<file path="config.mk">
export PLATFORM = sky130hd
export DESIGN_NAME = shared_timer_arbiter
export DESIGN_NICKNAME = d
export VERILOG_FILES = /design/src/rtl/parking_timer_pkg.sv /design/src/rtl/rr_arbiter.sv /design/src/rtl/shared_timer_arbiter.sv
export SDC_FILE = /design/constraint.sdc
export NUM_CORES = 1
export LEC_CHECK = 0
export ABC_AREA = 1
export BUFFER_PORTS_ARGS = -buffer_cell sky130_fd_sc_hd__buf_2
export CORE_ASPECT_RATIO = 0.75
export CORE_MARGIN = 2
export CORE_UTILIZATION = 30
export CTS_CLUSTER_SIZE = 20
export DETAILED_ROUTE_END_ITERATION = 16
export PLACE_DENSITY = 0.52
export SYNTH_ARGS = -nofsm -noshare
export SYNTH_HDL_FRONTEND = slang
export SYNTH_SLANG_ARGS = --single-unit
</file>
<file path="constraint.sdc">
create_clock -name clk -period 2 [get_ports clk]
set_input_delay 0.4 -clock clk [delete_from_list [all_inputs] [get_ports clk]]
set_output_delay 0.4 -clock clk [all_outputs]
set_load 0.01 [all_outputs]
</file>
<file path="src/rtl/parking_timer_pkg.sv">
// Shared definitions for the parking controller's time-shared tick timer.
// Holds the timer FSM state encoding, the default clk-to-tick divider that
// the gate and LED controllers also use, and a small index-width helper.
package parking_timer_pkg;

  // State codes kept as named constants so other controllers can decode busy
  // states from a debug bus without depending on the enum type.
  localparam logic [1:0] IDLE_CODE = 2'b00;
  localparam logic [1:0] RUN_CODE  = 2'b01;
  localparam logic [1:0] FIN_CODE  = 2'b10;

  typedef enum logic [1:0] {
    IDLE = IDLE_CODE,
    RUN  = RUN_CODE,
    FIN  = FIN_CODE
  } state_t;

  // clk cycles per timer tick on the production board.
  localparam int TICK_DIV_DEFAULT = 40_000_000;

  // Width of a binary index into n requesters; never less than one bit.
  function automatic int idx_w(input int n);
    return (n > 1) ? $clog2(n) : 1;
  endfunction

endpackage

</file>
<file path="src/rtl/rr_arbiter.sv">
// Combinational round-robin picker.
// Ports:
//   req     - request vector, one bit per requester
//   ptr     - index that has top priority this round; search wraps upward
//   valid   - arbitration strobe; when low no winner is produced
//   winner  - one-hot winner (all zero when no request or valid low)
//   win_idx - binary index of the winner (zero when there is none)
module rr_arbiter
  import parking_timer_pkg::*;
#(
  parameter  int NUM_REQ = 3,
  localparam int IDX_W   = idx_w(NUM_REQ)
) (
  input  logic [NUM_REQ-1:0] req,
  input  logic [IDX_W-1:0]   ptr,
  input  logic               valid,
  output logic [NUM_REQ-1:0] winner,
  output logic [IDX_W-1:0]   win_idx
);

  logic             found;
  logic [IDX_W-1:0] cand;

  always_comb begin
    // NOTE: every variable written here gets a default first, so no path can
    // leave one unassigned and infer a latch.
    winner  = '0;
    win_idx = '0;
    found   = 1'b0;
    cand    = '0;
    for (int k = 0; k < NUM_REQ; k++) begin
      cand = IDX_W'((int'(ptr) + k) % NUM_REQ);
      if (valid && !found && req[cand]) begin
        found         = 1'b1;
        winner[cand]  = 1'b1;
        win_idx       = cand;
      end
    end
  end

endmodule

</file>
<file path="src/rtl/shared_timer_arbiter.sv">
// One programmable tick timer time-shared between NUM_REQ requesters
// (entry gate, exit gate, alarm/LED sequencer). Requesters are picked
// round-robin; the winner's duration is counted in ticks of TICK_DIV clk
// cycles, and the winner's done line pulses when it expires.
// Ports:
//   clk     - system clock
//   reset_n - asynchronous active-low reset
//   req     - level request per requester; dropping it while owning aborts
//   len     - duration in ticks, requester i at [i*CNT_W +: CNT_W]
//   grant   - registered one-hot owner of the timer
//   done    - registered one-cycle expiry pulse for the owner
//   busy    - timer is counting (state RUN)
//   tick    - one-cycle pulse at each tick boundary while counting
module shared_timer_arbiter
  import parking_timer_pkg::*;
#(
  parameter  int NUM_REQ  = 3,
  parameter  int TICK_DIV = TICK_DIV_DEFAULT,
  parameter  int CNT_W    = 8,
  localparam int IDX_W    = idx_w(NUM_REQ),
  localparam int PRE_W    = $clog2(TICK_DIV)
) (
  input  logic                     clk,
  input  logic                     reset_n,
  input  logic [NUM_REQ-1:0]       req,
  input  logic [NUM_REQ*CNT_W-1:0] len,
  output logic [NUM_REQ-1:0]       grant,
  output logic [NUM_REQ-1:0]       done,
  output logic                     busy,
  output logic                     tick
);

  state_t               state, next_state;
  logic [IDX_W-1:0]     ptr, owner, win_idx, next_ptr;
  logic [NUM_REQ-1:0]   winner;
  logic [PRE_W-1:0]     prescaler;
  logic [CNT_W-1:0]     remaining, win_len;
  logic                 arb_valid, win_any, tick_hit, last_tick, abort;

  // Arbitration is held off while a done pulse is still showing, so a
  // requester that drops req on seeing done is never re-granted.
  assign arb_valid = (state == IDLE) && (done == '0);

  rr_arbiter #(.NUM_REQ(NUM_REQ)) u_rr (
    .req     (req),
    .ptr     (ptr),
    .valid   (arb_valid),
    .winner  (winner),
    .win_idx (win_idx)
  );

  assign win_any   = |winner;
  assign win_len   = len[win_idx*CNT_W +: CNT_W];
  assign next_ptr  = (win_idx == IDX_W'(NUM_REQ - 1)) ? '0 : win_idx + 1'b1;
  assign abort     = (state == RUN) && !req[owner];
  assign tick_hit  = (state == RUN) && (prescaler == PRE_W'(TICK_DIV - 1));
  assign last_tick = tick_hit && (remaining == CNT_W'(1));
  assign tick      = tick_hit;
  assign busy      = (state == RUN);

  always_ff @(posedge clk or negedge reset_n) begin
    // NOTE: state registers use non-blocking assignments so every flop
    // samples pre-edge values regardless of statement order.
    if (!reset_n) state <= IDLE;
    else          state <= next_state;
  end

  always_comb begin
    next_state = state;
    case (state)
      IDLE:    if (win_any) next_state = (win_len == '0) ? FIN : RUN;
      // A final tick coinciding with req falling counts as an abort.
      RUN:     if (abort)          next_state = IDLE;
               else if (last_tick) next_state = FIN;
      FIN:     next_state = IDLE;
      default: next_state = IDLE;
    endcase
  end

  always_ff @(posedge clk or negedge reset_n) begin
    if (!reset_n) begin
      grant     <= '0;
      done      <= '0;
      ptr       <= '0;
      owner     <= '0;
      prescaler <= '0;
      remaining <= '0;
    end else begin
      case (state)
        IDLE: begin
          done <= '0;
          if (win_any) begin
            grant     <= winner;
            owner     <= win_idx;
            remaining <= win_len;
            prescaler <= '0;
            ptr       <= next_ptr;
          end
        end
        RUN: begin
          if (abort) begin
            grant <= '0;
          end else if (tick_hit) begin
            prescaler <= '0;
            remaining <= remaining - 1'b1;
            if (last_tick) begin
              grant <= '0;
              done  <= grant;
            end
          end else begin
            prescaler <= prescaler + 1'b1;
          end
        end
        FIN: begin
          // Grant is only still set here on the zero-length path; the done
          // pulse for that case is qualified by the owner's live request.
          grant <= '0;
          done  <= grant & req;
        end
        default: begin
          grant <= '0;
          done  <= '0;
        end
      endcase
    end
  end

endmodule
</file>
* Word-level counts from Yosys, hierarchy flattened
Index checks and enable logic that the tools add are counted.
** Cells by class
- Add/sub/neg operators :: 5
- Div/mod/pow operators :: 3
- Magnitude comparators :: 7
- Equality and inequality tests :: 11
- Shifts and indexed selects :: 1
- Mux-type cells :: 45
- Bitwise operators :: 3
- Reductions and logical operators :: 26
** Operator list (number)
- $mux W26 :: 3
- $mod A32 B3 Y32 const B :: 2
- $pmux W26 S2 :: 1
- $mod A3 B3 Y32 const B :: 1
- $mux W3 :: 10
- $add A26 B1 Y26 const B :: 1
- $eq A26 B26 Y1 const B :: 1
- $mux W8 :: 3
- $shiftx A24 B6 Y8 :: 1
- $mux W2 :: 8
- $pmux W8 S2 :: 1
- $logic_and A1 B1 Y1 :: 12
- $lt A2 B3 Y1 const B :: 4
- $pmux W3 S2 :: 2
- $mux W1 :: 9
- $reduce_and A3 Y1 :: 3
- $bmux W1 S2 :: 4
- $eq A8 B1 Y1 const B :: 1
- $logic_not A8 Y1 :: 1
- $sub A8 B1 Y8 const B :: 1
- $demux W1 S2 :: 3
- $ge A2 B1 Y1 const B :: 3
- $ne A3 B1 Y1 const B :: 2
- $or A3 B3 Y3 :: 2
- 16 further kinds :: 22
** Storage, ports and cells
- Register bits :: 46
- Input port bits :: 29
- Output and inout port bits :: 8
- Logic and storage cells :: 108

* Longest topological paths before layout
Gate-level depths: netlist of run 1.
- Depth after elaboration :: 18
- Gate-level depth with buffers :: 19
- Depth with buffers taken out :: 19

* By module
A second synthesis of run 1 with hierarchy kept.
** Unflattened totals
- Cells, all modules :: 578
- Area, all modules :: 3612.2 sq um
** Modules (own cells, without submodules)
- shared_timer_arbiter :: times used 1, cells an instance 528, area each 3339.5 sq um
- rr_arbiter :: times used 1, cells an instance 50, area each 272.8 sq um

* Worst setup path after synthesis of run 1
OpenSTA, ideal clock, no wires.
- Path type :: reg-to-reg
- Start point :: register ptr[0]
- End point :: register state[0]
- Library setup time :: 0.116 ns
- Arrival time :: 2.046 ns
- Path slack :: -0.163 ns
- Stages on the path, launching flop included :: 18
- Buffers on the path :: 1
- Clock period less this slack :: 2.163 ns
- Path through :: dfrtp_1 > inv_1 > ha_1 > inv_2 > nand2_1 > nand3_2 > nand2_2 > nor2_4 > nand3_2 > buf_6 > a21oi_1 > nor2_1 > nor2_2 > nand2_1 > nor2_1 > nand2_1 > nand2_1 > nand2_1
** On the way
- Longest elaborated chain between the ends :: 18
** RTL lines
- start, declared :: line shared_timer_arbiter.sv:34 : logic [IDX_W-1:0] ptr, owner, win_idx, next_ptr;
- start signal, assigned :: line shared_timer_arbiter.sv:97 : ptr <= next_ptr;
- branches (longest 18 deep; another with $mod A32 B3 Y32)
- end signal, assigned :: line shared_timer_arbiter.sv:65 : else state <= next_state;
- end, declared :: line shared_timer_arbiter.sv:33 : state_t state, next_state;
Several ways; the timed one is not identified. The select of a mux whose other input is x is not followed.
A chain may end at the register's enable or synchronous reset.

* Worst setup path in the final report of run 1
- Start point :: register ptr[1]
- End point :: register prescaler[2]
** On the way
- Longest elaborated chain between the ends :: 16
** RTL lines
- branches (longest 12 deep; another with $mod A32 B3 Y32)
- $mux W3 (*) :: line rr_arbiter.sv:33 : if (valid && !found && req[cand]) begin
- $reduce_or A3 Y1 (*) :: line shared_timer_arbiter.sv:52 : assign win_any = |winner;
- $ne A2 B2 Y1 (no source line) (*)
- $reduce_and A3 Y1 (no source line) (*)
- end signal, assigned :: line shared_timer_arbiter.sv:111 : prescaler <= prescaler + 1'b1;
- end, declared :: line shared_timer_arbiter.sv:36 : logic [PRE_W-1:0] prescaler;
Mark *: on every way between the ends. The select of a mux whose other input is x is not followed.

==> results of run 1 <==
per-layer routing:
| metal | up-vias | share of wire | GRT usage |
|---|---|---|---|
| li1 | 1943 | - | - |
| met1 | 1825 | 0.50 | 0.2664 |
| met2 | 86 | 0.44 | 0.2584 |
| met3 | 4 | 0.053 | 0.02959 |
| met4 | 0 | 0.0056 | 0.02700 |
| met5 | - | 0 | 0 |
path summary, 6_finish.rpt:
check / endpoint / slack (ns)
setup reg to reg: prescaler[2] / -0.34
hold reg to reg: grant[2] / 0.53
max in group asynchronous: remaining[6] / 1.36
hold / removal: prescaler[25] / 0.21
setup / recovery: prescaler[2] / -0.34
min in group clk: grant[2] / 0.53
timing repair:
action / CTS / global route
buffers inserted: 13 / 8
gates cloned: 3 / 1
hold endpoints to repair: 0 / 0
pin swaps: 27 / 34
hold buffers: 0 / 0
endpoints found under the setup margin: 44 / 48
resized for setup: 43 / 71
worst max-delay path, stage by stage, from the launching register on:
cell and delay (ns):
dfrtp_1 0.44, inv_2 0.12, ha_4 0.18, inv_4 0.05
nand2_4 0.06, nand3_4 0.08, a21oi_4 0.26, nand3_2 0.13
buf_4 0.15, o211ai_2 0.09, nor2_4 0.06, nand3_4 0.11
nand2_8 0.09, clkinv_8 0.11, clkbuf_16 0.16, nand2_1 0.05
a21oi_1 0.12
final cells by class:
cell class,count,area share
multi-input combinational,394,0.4775
sequential,46,0.2205
timing repair buffer,122,0.1829
inverter,71,0.05441
tap,162,0.03883
clock buffer,5,0.02397
clock inverter,2,0.001918
Yosys cell counts, types with 2 or more instances:
library cell | instances | share of area
a21oi_1 | 15 | 0.021
a31oi_1 | 5 | 0.0086
buf_6 | 6 | 0.019
clkbuf_1 | 5 | 0.0052
dfrtp_1 | 46 | 0.32
ha_1 | 10 | 0.035
inv_1 | 66 | 0.068
inv_2 | 4 | 0.0041
nand2_1 | 132 | 0.14
nand2_2 | 4 | 0.0069
nand3_1 | 32 | 0.044
nand3_2 | 6 | 0.017
nand3b_1 | 5 | 0.010
nand4_1 | 15 | 0.026
nor2_1 | 47 | 0.049
nor2_2 | 8 | 0.014
nor2_4 | 2 | 0.0062
nor3_1 | 21 | 0.029
nor4_1 | 7 | 0.012
o21ai_0 | 27 | 0.037
o21ai_1 | 10 | 0.014
o21ai_2 | 18 | 0.044
o31ai_1 | 2 | 0.0041
or2_2 | 2 | 0.0035
xor2_1 | 17 | 0.041
flip-flops by register name (all words and copies together), names as in the netlist:
name / count
prescaler: 26
remaining: 8
done: 3
grant: 3
owner: 2
ptr: 2
state: 2
logic make-up after synthesis:
group,share of synthesized area
buffers and inverters,0.1016
DFF,0.3180
and+or+nand+nor,0.3609
xor gates and xnor gates,0.04355
AOI/OAI and AO/OA,0.1414
adders and majority gates,0.03457
stage by stage:
step | setup TNS [ns] | util | setup WS, ns | power, mW
after global routing | -17.90 | 0.4462 | -0.4936 | 8.413
after detailed placement | -9.413 | 0.3814 | -0.3432 | 5.344
after floorplan | -1.586 | - | -0.09437 | 3.935
final | -11.70 | 0.4462 | -0.3390 | 7.832
after CTS | -8.879 | 0.4168 | -0.2777 | 7.066
after global placement | -8.025 | 0.3814 | -0.3020 | 5.323
power groups by stage:
stage	clock network [mW]	logic (mW)	registers (mW)
2_1_floorplan	0	2.69	1.25
3_3_place_gp	0	4.06	1.26
3_5_place_dp	0	4.08	1.27
4_1_cts	0.822	5.01	1.23
5_1_grt	0.864	6.28	1.27
6_report	0.793	5.80	1.24
==> PnR_summary.wiki, run 1 <==
{| class="wikitable"
! Metric !! Value
|-
| Dpl cells || 771
|-
| Placed instance area || approximately 0.0045 sq mm
|-
| Unrepaired setup endpoints after global routing || true
|-
| Total die area || 0.01297 sq mm
|-
| Worst clock skew || 0.006037 ns
|-
| Area of the placeable core || 0.01170 sq mm
|-
| FF+latch area || around 0.0012 sq mm
|-
| Detail-routed net length per standard cell || between 10 and 15 um
|-
| Final setup slack of the worst path || -0.3390 ns
|-
| RD Place Congestion || 0.9273
|-
| Filler-free cell count of the finished design || roughly 800
|-
| Clock Latency Late Sink || between 0.2 and 0.3 ns
|-
| Switching fraction of total power || 0.4702
|-
| Critical path startpoint || ptr[1]
|-
| Global-route wire length before repair || 17.97 mm
|-
| Chip height || 99.13 um
|-
| Internal power of the cells || 4.149 mW
|-
| Relative area change from synthesis to final layout || 44.21%
|-
| Startpoint Class || register
|-
| Upper clock frequency limit || 0.4275 GHz
|-
| Endpoint arrival time on the critical path || approximately 2.6 ns
|-
| Post-layout nets || between 600 and 700
|-
| WS Path Type || register to register
|-
| Share of the yosys chip area belonging to registers || 0.3180
|-
| Slew margin rel. || 0.5855
|-
| Total overflow reported by the global router || 0
|-
| Fin Hold WS || about 0.21 ns
|-
| Maxcap violations || 0
|-
| Routed wire length || 11.00 mm
|-
| Via count of the first global-routing pass || 3693
|-
| Number of DRC violations after detailed-routing iteration 0 || 220
|-
| Number of distinct library cells after synthesis || 36
|-
| Endpoint required time on the critical path || approximately 2.2 ns
|-
| Final min period || 2.339 ns
|-
| Root buf cell || clkbuf_16
|-
| Switching Power || 3.683 mW
|-
| Starting Density || 0.3094
|-
| Warnings from Yosys || 0
|-
| Number of synthesized register bits || 46
|-
| Die width || 130.8 um
|-
| Number of buffers created by CTS || 5
|-
| Area taken by multi-input logic gates || 0.002492 sq mm
|-
| Maximum vdd ir drop || 675.2 uV
|-
| Row count || 34
|-
| Post-Synthesis Net Count || 562
|-
| Main flop type after synthesis || dfrtp_1
|-
| Netlist area before placement || between 0.003 and 0.004 sq mm
|-
| Proportion of layout cells with a drive suffix above 1 || 0.3750
|-
| Run status || complete, but fails checks
|-
| Pins over their slew limit || 0
|-
| Largest net degree at the start of global routing || 47
|-
| Total number of vias || 3858
|-
| Number of synthesized flops with an enable pin || 0
|-
| Avg Cell Area, Syn || slightly below 7 sq um
|-
| Share of async-settable or async-resettable flops after synthesis || 1.000
|-
| Most common cell after layout, fill and taps aside || nand2_1
|-
| Worst reg2reg path depth || 16
|-
| Min-Delay Path Class || primary input to async pin
|-
| Fill cell total of the finished layout || 1158
|-
| Fraction of power consumed by the clock network || 0.101
|-
| TritonCTS clock tree || yes
|-
| Residual DRC count || 0
|-
| DR pass1 iterations || 6
|-
| Worst Path Max Fanout || 6
|-
| Number of placed I/O pins || 37
|-
| Diode insertion count for antenna repair || 0
|-
| Cells after synthesis || 523
|-
| Combinational share of power || 0.740
|-
| Pleak || 2.425 nW
|-
| Clock Pin Slew Worst Setup and Hold Paths || 0.06 ns
|-
| Clock Sinks || 46
|-
| Power Dens Cells || about 1500 mW/mm^2
|-
| Sequential Power Share || 0.158
|-
| Global routing usage summed across all routing layers || 0.1731
|-
| Reg-to-Reg Start || ptr[1]
|-
| Post-detailed-placement half-perimeter wirelength || ~7.9 mm
|-
| Slew at the pin closest to its max-slew limit || 0.6217 ns
|-
| Final instance area || roughly 0.0052 sq mm
|-
| Maximum level of the CTS H-tree || 2
|-
| Commonest non-fill, non-tap cells in the layout || nand2_1, buf_4, inv_1, dfrtp_1, nor2_1
|-
| PortBufs || 36
|-
| Hold Violations, Final || 0
|-
| Maximum number of buffers from clock root to sink || 2
|-
| Critical Path End Type || register
|-
| Via density per instance || 4.810
|-
| Part of the cycle the worst path needs || 1.170
|-
| Antenna Violating Nets Remaining || 0
|-
| Initial antenna violation count || 0
|-
| Total of endpoints with negative setup slack in the final report || 44
|-
| Violations in the final reports || setup timing
|}
Note: power is estimated with default switching activity, not from simulation.
==> run 2: changes to the inputs <==
==> constraint.sdc (replaced) <==
create_clock -name clk -period 2 [get_ports clk]
set_input_delay 0.4 -clock clk [delete_from_list [all_inputs] [get_ports clk]]
set_output_delay 0.4 -clock clk [all_outputs]
set_load 0.1 [all_outputs]
==> PnR_summary.wiki, run 2 (synthesized netlist as in run 1, its figures left out) <==
{| class="wikitable"
! Metric !! Value
|-
| Die width || 130.8 um (unchanged)
|-
| Maximum number of buffers from clock root to sink || 2 (unchanged)
|-
| Largest registers || prescaler: 26 flops, remaining: 8 flops
|-
| Post-detailed-placement half-perimeter wirelength || 8.456 mm (+7.7%)
|-
| Detail-routed net length per standard cell || 13.71 um (about the same)
|-
| Part of the cycle the worst path needs || 1.154 (-0.01546)
|-
| Endpoint arrival time on the critical path || 2.50 ns (-0.05 ns)
|-
| Startpoint Class || register
|-
| Run status || complete, but fails checks
|-
| Antenna Violating Nets Remaining || 0 (unchanged)
|-
| Hold Violations, Final || 0 (unchanged)
|-
| Commonest non-fill, non-tap cells in the layout || nand2_1, buf_4, inv_1, dfrtp_1, nor2_1
|-
| Proportion of layout cells with a drive suffix above 1 || 0.3769 (+0.001923)
|-
| Number of placed I/O pins || 37 (unchanged)
|-
| Diode insertion count for antenna repair || 0 (unchanged)
|-
| Final min period || 2.308 ns (-0.03092 ns)
|-
| Root buf cell || clkbuf_16
|-
| Power Dens Cells || 1503 mW/mm^2 (+0.15%)
|-
| Hold-fix buffer count after cts || 0 (unchanged)
|-
| Chip height || 99.13 um (unchanged)
|-
| Clock Sinks || 46 (unchanged)
|-
| Unrepaired setup endpoints after global routing || true
|-
| Clock Latency Late Sink || 0.29 ns (about the same)
|-
| Post-layout nets || 688 (+1.3%)
|-
| Share of the core filled with cells || 0.4452 (-0.0009620)
|-
| Total die area || 0.01297 sq mm (unchanged)
|-
| Min-Delay Path Class || primary input to async pin
|-
| Total overflow reported by the global router || 0 (unchanged)
|-
| Maximum vdd ir drop || 573.0 uV (-15%)
|-
| Number of DRC violations after detailed-routing iteration 0 || 295 (+34%)
|-
| Area of the placeable core || 0.01170 sq mm (unchanged)
|-
| RD Place Congestion || 0.9475 (+2.2%)
|-
| Routed wire length || 11.13 mm (+1.3%)
|-
| Via density per instance || 4.798 (-0.26%)
|-
| TritonCTS clock tree || yes
|-
| Total number of vias || 3896 (+0.98%)
|-
| Slew at the pin closest to its max-slew limit || 0.7589 ns (+0.1372 ns)
|-
| Endpoint required time on the critical path || 2.19 ns (-0.02 ns)
|-
| Crit path cell chain || buf_6 -> ha_4 -> nand2_1 -> nand3_4 -> a21oi_4 -> nand2_4 -> nor2_4 -> nor2_4 -> buf_4 -> nand3_1 -> nand4_1 -> nor2_2 -> nand2_1 -> nand2_1 -> nand2_1
|-
| Total power || 7.827 mW (about the same)
|-
| PortBufs || 36 (unchanged)
|-
| Number of buffers created by CTS || 5 (unchanged)
|-
| Maximum level of the CTS H-tree || 2 (unchanged)
|-
| Pins over their slew limit || 0 (unchanged)
|-
| Global-route wire length before repair || 18.52 mm (+3.1%)
|-
| Pleak || 2.342 nW (-3.4%)
|-
| Global routing usage summed across all routing layers || 0.1783 (+0.005193)
|-
| Slew margin rel. || 0.4941 (-0.09146)
|-
| Worst Path Max Fanout || 5 (-1)
|-
| Upper clock frequency limit || 0.4333 GHz (+1.3%)
|-
| Final setup slack of the worst path || -0.3081 ns (+0.03092 ns)
|-
| Total of endpoints with negative setup slack in the final report || 44 (unchanged)
|-
| Row count || 34 (unchanged)
|-
| Critical Path End Type || register
|-
| WS Path Type || register to register
|-
| Max reg flops || 26 (unchanged)
|-
| Filler-free cell count of the finished design || 812 (+1.2%)
|-
| Worst clock skew || 0.006090 ns (+0.00005263 ns)
|-
| Relative area change from synthesis to final layout || 43.90%
|-
| Clock Pin Slew Worst Setup and Hold Paths || 0.07 ns (about the same)
|-
| Initial antenna violation count || 0 (unchanged)
|-
| Total Negative Setup Slacks || -8.880 ns (+2.820 ns)
|-
| Placement Setup Slack || -0.3523 ns (-0.009149 ns)
|-
| Largest net degree at the start of global routing || 32 (-32%)
|-
| Slowest-stage cell, CP || dfrtp_1
|-
| Critical Path Max Stage Delay || 0.42 ns (-0.02 ns)
|-
| Via count of the first global-routing pass || 3687 (-0.16%)
|-
| Starting Density || 0.3094 (unchanged)
|-
| Worst path most repeated cell || nand2_1
|-
| DR pass1 iterations || 4 (-2)
|-
| Residual DRC count || 0 (unchanged)
|-
| Register with the highest flop count || prescaler
|-
| Dpl cells || 784 (+1.7%)
|-
| Maxcap violations || 0 (unchanged)
|-
| Violations in the final reports || setup timing
|-
| Most common cell after layout, fill and taps aside || nand2_1
|}
run 2: cell count changes in the layout (fill, tap and decap cells not counted), sizes merged:
cell,before,now
buf,121,130
nor2,58,57
inv,70,71
clkbuf,6,7
bufinv,0,2
clkinv,3,0
clkinvlp,0,1
run 2: final timing paths:
kind | start | slack, ns | end | depth (start not counted)
max in group asynchronous | reset_n | 1.26 | done[0] | 1
hold reg to reg | grant[2] | 0.54 | grant[2] | 2
setup / recovery | ptr[0] | -0.31 | state[0] | 15
hold / removal | reset_n | 0.16 | remaining[4] | 1
setup reg to reg | ptr[0] | -0.31 | state[0] | 15
min in group clk | grant[2] | 0.54 | grant[2] | 2
run 2: routing by layer:
| metal | vias to the layer above | part of all wire | global-route usage |
|---|---|---|---|
| li1 | 1960 | - | - |
| met1 | 1828 | 0.52 | 0.2764 |
| met2 | 105 | 0.43 | 0.2616 |
| met3 | 3 | 0.049 | 0.03012 |
| met4 | 0 | 0.0021 | 0.03191 |
| met5 | - | 0 | 0 |
run 2: critical path, delay by kind of cell (launching register included):
family	cells	cell delay, ns
flops	1	0.42
compound gates	1	0.26
buf+inv	2	0.29
simple gates	11	1.06
fa+ha+maj	1	0.16
run 2: metrics by stage:
step	instance area, sq um	hold WS, ns
finish	5209	0.1649
global route	5209	0.2270
CTS	5104	0.2001
detailed placement	4688	0.5170
global placement	4688	0.5073
floorplan	3787	0.1044
run 2: final cells by class:
type / instances / area, sq um
clock buffers: 6 / 138.9
clock inverters: 2 / 60.06
fillers: 1183 / 6490
inverters: 71 / 280.3
multi-input cells: 393 / 2350
flip-flops and latches: 46 / 1160
well taps: 162 / 202.7
repair buffers: 131 / 1011
repair inverters: 1 / 6.256
run 2: power by group:
| part | internal, mW | switching [mW] |
|---|---|---|
| clock network | 0.751 | 0.372 |
| logic | 2.28 | 3.17 |
| registers | 1.12 | 0.127 |
run 2: what timing repair did:
| action | in CTS | in global routing |
|---|---|---|
| endpoints found under the hold margin | 0 | 0 |
| buffers inserted | 12 | 6 |
| setup endpoints to repair | 47 | 48 |
| gates cloned | 1 | 1 |
| resized for setup | 36 | 17 |
| pin swaps | 14 | 12 |
